**config.mk**
```make
export PLATFORM = sky130hd
export DESIGN_NAME = fetch_stage
export DESIGN_NICKNAME = d
export VERILOG_FILES = /design/src/rtl/core_pkg.sv /design/src/rtl/ifid_reg.sv /design/src/rtl/fetch_stage.sv
export SDC_FILE = /design/constraint.sdc
export NUM_CORES = 1
export LEC_CHECK = 0
export BUFFER_PORTS_ARGS = -buffer_cell sky130_fd_sc_hd__buf_2
export CORE_ASPECT_RATIO = 1.2
export CORE_UTILIZATION = 51
export CTS_CLUSTER_DIAMETER = 40
export DETAILED_ROUTE_END_ITERATION = 12
export GPL_TIMING_DRIVEN = 0
export PLACE_DENSITY = 0.78
export SKIP_LAST_GASP = 1
export SLEW_MARGIN = 25
export SYNTH_ARGS = -nofsm -noshare
export SYNTH_HDL_FRONTEND = slang
export SYNTH_SLANG_ARGS = --single-unit
```
**constraint.sdc**
```tcl
create_clock -name clk -period 2.9 [get_ports clk]
set_input_delay 0.145 -clock clk [delete_from_list [all_inputs] [get_ports clk]]
set_output_delay 0.145 -clock clk [all_outputs]
set_load 0.005 [all_outputs]
```
**src/rtl/core_pkg.sv**
```systemverilog
// rtl/core_pkg.sv - shared LEGv8 core types and constants
package core_pkg;

   localparam int N_DEFAULT = 64;

   localparam logic [31:0] INSTR_NOP = 32'h0000_0000;
   localparam logic [31:0] INSTR_HLT = 32'hD440_0000;

   typedef enum logic {
      RUN    = 1'b0,
      HALTED = 1'b1
   } fetch_state_t;

endpackage

```
**src/rtl/ifid_reg.sv**
```systemverilog
// rtl/ifid_reg.sv - pipeline register for {instr, pc, valid}; clr (bubble) beats en (load)
module ifid_reg
   import core_pkg::*;
#(
   parameter int N = N_DEFAULT
) (
   input  logic         clk,
   input  logic         reset,
   input  logic         en,
   input  logic         clr,
   input  logic [31:0]  instr,
   input  logic [N-1:0] pc,
   input  logic         valid,
   output logic [31:0]  instr_r,
   output logic [N-1:0] pc_r,
   output logic         valid_r
);

   always_ff @(posedge clk or negedge reset) begin
      if (!reset) begin
         instr_r <= INSTR_NOP;
         pc_r    <= '0;
         valid_r <= 1'b0;
      end else if (clr) begin
         instr_r <= INSTR_NOP;
         pc_r    <= '0;
         valid_r <= 1'b0;
      end else if (en) begin
         instr_r <= instr;
         pc_r    <= pc;
         valid_r <= valid;
      end
   end

endmodule

```
**src/rtl/fetch_stage.sv**
```systemverilog
// rtl/fetch_stage.sv - LEGv8 instruction fetch: PC, next-PC mux, HLT park FSM, IF/ID (FETCH_PERF_CNT_EN adds counters)
module fetch_stage
   import core_pkg::*;
#(
   parameter int           N        = N_DEFAULT,
   parameter logic [N-1:0] RESET_PC = '0
) (
   input  logic         clk,
   input  logic         reset,
   input  logic         stall,
   input  logic         flush,
   input  logic         PCSrc,
   input  logic [N-1:0] branch_target,
   output logic [N-1:0] imem_addr,
   input  logic [31:0]  imem_q,
   output logic [31:0]  instr_d,
   output logic [N-1:0] pc_d,
   output logic         valid_d
`ifdef FETCH_PERF_CNT_EN
   ,
   output logic [31:0]  fetch_count,
   output logic [31:0]  stall_count
`endif
);

   fetch_state_t state, state_next;
   logic [N-1:0] pc;
   logic         hlt_fire;
   logic         pc_adv;
   logic         ifid_en;
   logic         ifid_clr;
   logic         unused_tgt_bits;

   assign unused_tgt_bits = ^branch_target[1:0];
   assign imem_addr       = pc;

   // HLT only counts when this cycle's fetch would actually be loaded.
   assign hlt_fire = (state == RUN) && !stall && !flush && !PCSrc && (imem_q == INSTR_HLT);

   always_ff @(posedge clk or negedge reset) begin
      if (!reset) begin
         state <= RUN;
      end else begin
         state <= state_next;
      end
   end

   always_comb begin
      state_next = state;
      case (state)
         RUN:     if (hlt_fire) state_next = HALTED;
         HALTED:  if (PCSrc)    state_next = RUN;
         default: state_next = RUN;
      endcase
   end

   always_comb begin
      pc_adv   = (state == RUN) && !stall && !PCSrc && !hlt_fire;
      ifid_clr = flush || PCSrc || (state == HALTED);
      ifid_en  = !stall;
   end

   // A redirect wins over stall: it comes from an older instruction.
   always_ff @(posedge clk or negedge reset) begin
      if (!reset) begin
         pc <= RESET_PC;
      end else if (PCSrc) begin
         pc <= {branch_target[N-1:2], 2'b00};
      end else if (pc_adv) begin
         pc <= pc + N'(4);
      end
   end

   ifid_reg #(.N(N)) u_ifid (
      .clk     (clk),
      .reset   (reset),
      .en      (ifid_en),
      .clr     (ifid_clr),
      .instr   (imem_q),
      .pc      (pc),
      .valid   (1'b1),
      .instr_r (instr_d),
      .pc_r    (pc_d),
      .valid_r (valid_d)
   );

`ifdef FETCH_PERF_CNT_EN
   always_ff @(posedge clk or negedge reset) begin
      if (!reset) begin
         fetch_count <= '0;
         stall_count <= '0;
      end else begin
         if (ifid_en && !ifid_clr) fetch_count <= fetch_count + 32'd1;
         if (stall)                stall_count <= stall_count + 32'd1;
      end
   end
`endif

endmodule

```
* Yosys cells after proc, flatten, opt, wreduce, memory -nomap -nowiden
Cells that the tools add are included.
Word-level totals: input bits 101, flip-flop bits (word level) 162, logic and storage cells 33
Cells by class: mux-type cells 11, equal/unequal tests 2, bitwise gates (word level) 1, add/subtract/negate cells 1, reductions and logical operators 13
Operator list (number):
- $mux 64 | 4
- $add 64x3->64 const B | 1
- $mux 32 | 2
- $eq 32x32->1 const B | 1
- $logic_and 1x1->1 | 6
- $logic_not 1->1 | 4
- $mux 1 | 4
- $logic_or 1x1->1 | 2
- $ne 2x1->1 const B | 1
- $pmux 1 s2 | 1
- $reduce_bool 2->1 | 1
- $not 1->1 | 1

* Longest topological paths before layout
depth in word-level cells 9, gate-level depth with buffers 8, mapped depth without buffers 6

* By module
From an unflattened synthesis, not the netlist that was laid out.
Second synthesis, totals: cell total of the unflattened synthesis 810, area total of the unflattened synthesis 8155.3 um^2
By module, submodules not included:
- fetch_stage | area an instance 4234.1 um^2, cells an instance 497, times used 1, seq. area each 1576.5 um^2
- ifid_reg | area an instance 3921.3 um^2, cells an instance 313, times used 1, seq. area each 2427.3 um^2

* Worst setup path after synthesis
OpenSTA, ideal clock, no wires.
kind flip-flop to flip-flop, from register pc[4] (netlist: imem_addr[4]), to register pc[39] (netlist: imem_addr[39]), clock period less this slack 2093 ps, buffers on the path 2, library setup time 82 ps, path slack 807 ps, cell stages (with the launch flop) 8, data arrival time 2011 ps, cell sequence dfrtp_1 > nand3_2 > or2_0 > buf_2 > or3_1 > buf_2 > or4_1 > a31oi_1
On the way: cells in the longest elaborated chain, start to end 3
Ends and longest elaborated chain:
- start: declaration | line fetch_stage.sv:27 | logic [N-1:0] pc;
- start signal: assignment | line fetch_stage.sv:68 | pc <= {branch_target[N-1:2], 2'b00};
- start signal: assignment | line fetch_stage.sv:70 | pc <= pc + N'(4);
- $add 64x3->64 | line fetch_stage.sv:70
- $mux 64 | line fetch_stage.sv:69 | end else if (pc_adv) begin
- $mux 64 | line fetch_stage.sv:67 | end else if (PCSrc) begin
No other way between the ends. The select of a mux whose other input is x is not followed. A chain may end at the register's enable or synchronous reset.

* Worst setup path after layout
from register state, to register pc[5] (netlist: imem_addr[5])
On the way: cells in the longest elaborated chain, start to end 8, elaborated cells between the ends (all ways) 9, classes of those cells 1 x bitwise; 8 x reduce/logical
Ends and longest elaborated chain:
- start: declaration | line fetch_stage.sv:26 | fetch_state_t state, state_next;
- start signal: assignment | line fetch_stage.sv:44 | state <= state_next;
- $not 1->1 *
- $logic_and 1x1->1 * | line fetch_stage.sv:38, fetch_stage.sv:58
- $logic_and 1x1->1 (3 in a row) | line fetch_stage.sv:38 | assign hlt_fire = (state == RUN) && !stall && !flush && !PCSrc && (imem_q == INSTR_HLT);
- $logic_not 1->1 | line fetch_stage.sv:58 | pc_adv = (state == RUN) && !stall && !PCSrc && !hlt_fire;
- $logic_and 1x1->1 * | line fetch_stage.sv:58
- $reduce_bool 2->1 (no source line) *
Mark *: on every way between the ends. The rest lies on a longest branch, timed or not.

==> results list <==
* Synthesized-area fraction occupied by ao, oa, aoi and oai cells: 0.218
- The count of endpoints failing hold in the final timing report came to 0.
* Number of buffers on the longest clock path: 2
- Leakage Power: 0.00486 µW
- Max-cap viol count: 0
* Die Footprint: 15500 µm²
- Proportion of synthesized flip-flops having asynchronous set or reset: 1.00
- Mean Syn Cell Area: 10.3 µm²
- Buffers and inverters on the worst path: 2
- Share of the yosys chip area belonging to registers: 0.517
- Post-route DRC violation count: 0
- Flop and latch count out of synthesis: 158
* Post-DR wirelength/cell: 20.4 µm
- Relative area change from synthesis to final layout: 38.6%
- The core region is 14500 µm².
* Total wire length: 26.8 mm
- In this design, the stage delay of the slowest critical-path cell is 0.53 ns.
- For the worst setup path, the data arrival time is 3.10 ns.
- Maximum frequency from static timing analysis: 0.362 GHz
- Shortest period the worst path allows: 2.76 ns
* Post-route setup TNS: 0 ns
- Crit path cell chain: nor4_4, nand2_1, o31ai_4, buf_2, buf_2, o21ai_0, a31oi_1
- In this run the number of H-tree levels came out at 4.
- Root Buffer: clkbuf_16
* CP most frequent cell: buf_2
- CTS clk-pin slew, worst paths: 0.06 ns
- In this run the count of I/O pins placed on the die edge is 262.
* Combinational family with the most area after synthesis: simple AND/OR/NAND/NOR gates
- Input and output buffers added on the ports amount to 255.
- Commonest non-fill, non-tap cells in the layout: 268 x buf_2, 158 x dfrtp_1, 93 x a22o_1
- Post-synthesis cell count: 741
* Multiplexer area fraction after synthesis: 0.00131
* Count of final max-slew check failures: 0
- At the later pin of the worst-skew pair, clock insertion delay measures 0.43 ns.
- The routed layout has 8091 vias.
- Die extent in y: 136 µm
- GRT Overall Usage: 0.352
* Final setup viols: 0
- For this block, the initial DRC count from the detailed router was 707.
- Unrepaired setup endpoints after global routing: yes
- The slowest stage of the critical path is the nor4_4 cell.
- In the finished design, the share of the clock period the worst path needs comes to 0.952.
* TritonCTS sink count: 158
* Largest net degree at the start of global routing: 95
- HPWL after detailed placement: 18.5 mm
- Path class of the lowest-slack min-delay path: input port to register
* Power density relative to cell area: 514 nW/µm²
- The Yosys step of the flow raised 0 warnings.
- Area share of fa/ha/maj cells after synthesis: 0.00164
* Global-route wire length before repair: 41.8 mm
- The worst setup path is launched from a register.
- Along the worst path, the maximum fanout reaches 10.
- At the end of the flow, the number of nets in the layout was 1202.
- Clock Skews: 0.0138 ns
- TritonCTS clock tree: yes
* Endpoint class of the critical path: register
- Fraction of the mapped netlist area in simple logic gates: 0.222
* Post-route antenna net violation count: 0
- Among all flip-flop cells after synthesis, the most frequent one is dfrtp_1.
- Worst hold slack after final layout: 0.00183 ns
- Result of the run: finished clean
- Multi-input gate area in the final layout: 3450 µm²
- Row generation in the floorplan step produced 48 rows.
- The critical path is of the register to register type.
* Peak ir drop on the vdd network: 0.000367 V
- Distinct cell type count of the synthesized netlist: 57
* Critical path required time: 3.24 ns
- Max_slew headroom: 0.461
* CTS Buf Count: 17
* Layout filler cell count: 1130
* Footprint of the flip-flops and latches: 3950 µm²
- Global placer's final weighted congestion: 0.934
* Most common cell after layout, fill and taps aside: buf_2
- The die is 114 µm wide.
* Number of iterations in the first detailed-routing pass: 9
- The number of global-route vias before repair was 8008.
* Post-synth EDFFs: 0
- Of the total synthesized cell area, the portion taken by XOR and XNOR cells is 0.00344.
- Initial Util: 0.526
- Syn Std Cell Area: 7650 µm²
* Worst Tran Pin Value: 0.805 ns
- The total overflow left after global routing is 0.
- Fraction of final layout cells sized beyond drive strength 1: 0.289
- Via/cell ratio: 6.16
- Broken down by cell family, the worst path's largest delay share belongs to simple AND/OR/NAND/NOR gates.
- The number of antenna violations at the first check in global routing came to 1.
==> stage by stage <==
| stage | utilization | power, µW | instance area (µm²) | instances | worst slack, ns |
|---|---|---|---|---|---|
| 5_1_grt | 0.729 | 5630 | 10600 | 1313 | -0.0220 |
| 3_5_place_dp | 0.635 | 3240 | 9230 | 1200 | -0.0256 |
| 3_3_place_gp | 0.632 | 3220 | 9190 | 1199 | -0.660 |
| 2_1_floorplan | - | 2840 | 7660 | 744 | 0.807 |
| 4_1_cts | 0.726 | 5440 | 10600 | 1307 | -0.0196 |
| 6_report | 0.729 | 5450 | 10600 | 1313 | 0.139 |
==> repair_timing <==
action / CTS / global route
resized for setup: 1 / 1
gates cloned: 0 / 0
pin swaps: 0 / 4
hold buffers: 76 / 0
setup endpoints to repair: 8 / 34
setup buffers: 0 / 5
endpoints found under the hold margin: 139 / 0
==> routing by layer <==
layer / vias up / track usage / wire length, µm
met4: 0 / 0.159 / 776
met2: 491 / 0.591 / 13200
met5: - / 0 / 0
met1: 3888 / 0.433 / 10400
li1: 3644 / - / -
met3: 68 / 0.0802 / 2440
==> Yosys cell counts (all sizes together), types with 2 or more instances <==
cell | instances | area [µm²]
nor4 | 16 | 130
or3 | 20 | 125
o41ai | 4 | 35.0
nand4b | 2 | 17.5
o31ai | 31 | 246
nor3 | 12 | 70.1
and3 | 10 | 62.6
clkbuf | 38 | 143
nand2 | 39 | 146
o211ai | 3 | 22.5
a311oi | 2 | 17.5
inv | 5 | 18.8
and4 | 14 | 123
or4b | 3 | 30.0
nor2 | 65 | 244
buf | 22 | 115
a31oi | 52 | 325
nand4 | 36 | 231
a21o | 2 | 15.0
nand3 | 26 | 135
or4 | 35 | 263
dfrtp | 158 | 3950
xnor2 | 2 | 17.5
a22o | 93 | 815
or2 | 3 | 18.8
o21ai | 22 | 110
and2 | 5 | 31.3
nor4b | 4 | 35.0
==> sequential cells by signal, summed over array words and instances, names as in the netlist <==
name and cells:
u_ifid.valid_r 1, u_ifid.pc_r 62, state 1, u_ifid.instr_r 32
imem_addr 62
==> report_power, final <==
part	internal [µW]	total (µW)	switching, µW
Sequential	2330	2520	186
Combinational	370	790	421
Clock	1200	2140	938
==> area by class of cell <==
type                            instances  share of cell area
Clock inverter                         12              0.0106
Antenna cell                            1            0.000236
Timing Repair Buffer                  337               0.199
Multi-Input combinational cell        521               0.326
Sequential cell                       158               0.373
Clock buffer                           19              0.0418
Buffer                                 60              0.0243
Tap cell                              200              0.0236
Inverter                                5             0.00177
==> worst paths after layout <==
path	startpoint	to	slack (ns)	depth (start not counted)
worst max register to register	state	imem_addr[5]	0.14	7
min in group asynchronous	reset	u_ifid.pc_r[57]	0.25	2
max in group asynchronous	reset	imem_addr[17]	1.81	3
worst min-delay path	branch_target[37]	imem_addr[37]	0.002	3
worst min register to register	u_ifid.valid_r	u_ifid.valid_r	0.49	1
worst max-delay path	state	imem_addr[5]	0.14	7
==> tightest hold or removal path: cells and delay by family <==
kind            cells  cell delay, ns
buf+inv             1            0.10
simple gates        1            0.09
compound gates      1            0.05
==> kinds of logic (layout without fill, tap and decap cells) <==
group,after synthesis,count (layout)
flops,158,158
compound gates,218,218
simple gates,294,294
mux,1,1
other cells,1,5
fa+ha+maj,1,1
xor+xnor,3,3
buf+inv,65,433
No activity file was read; power rests on OpenSTA's default activity.
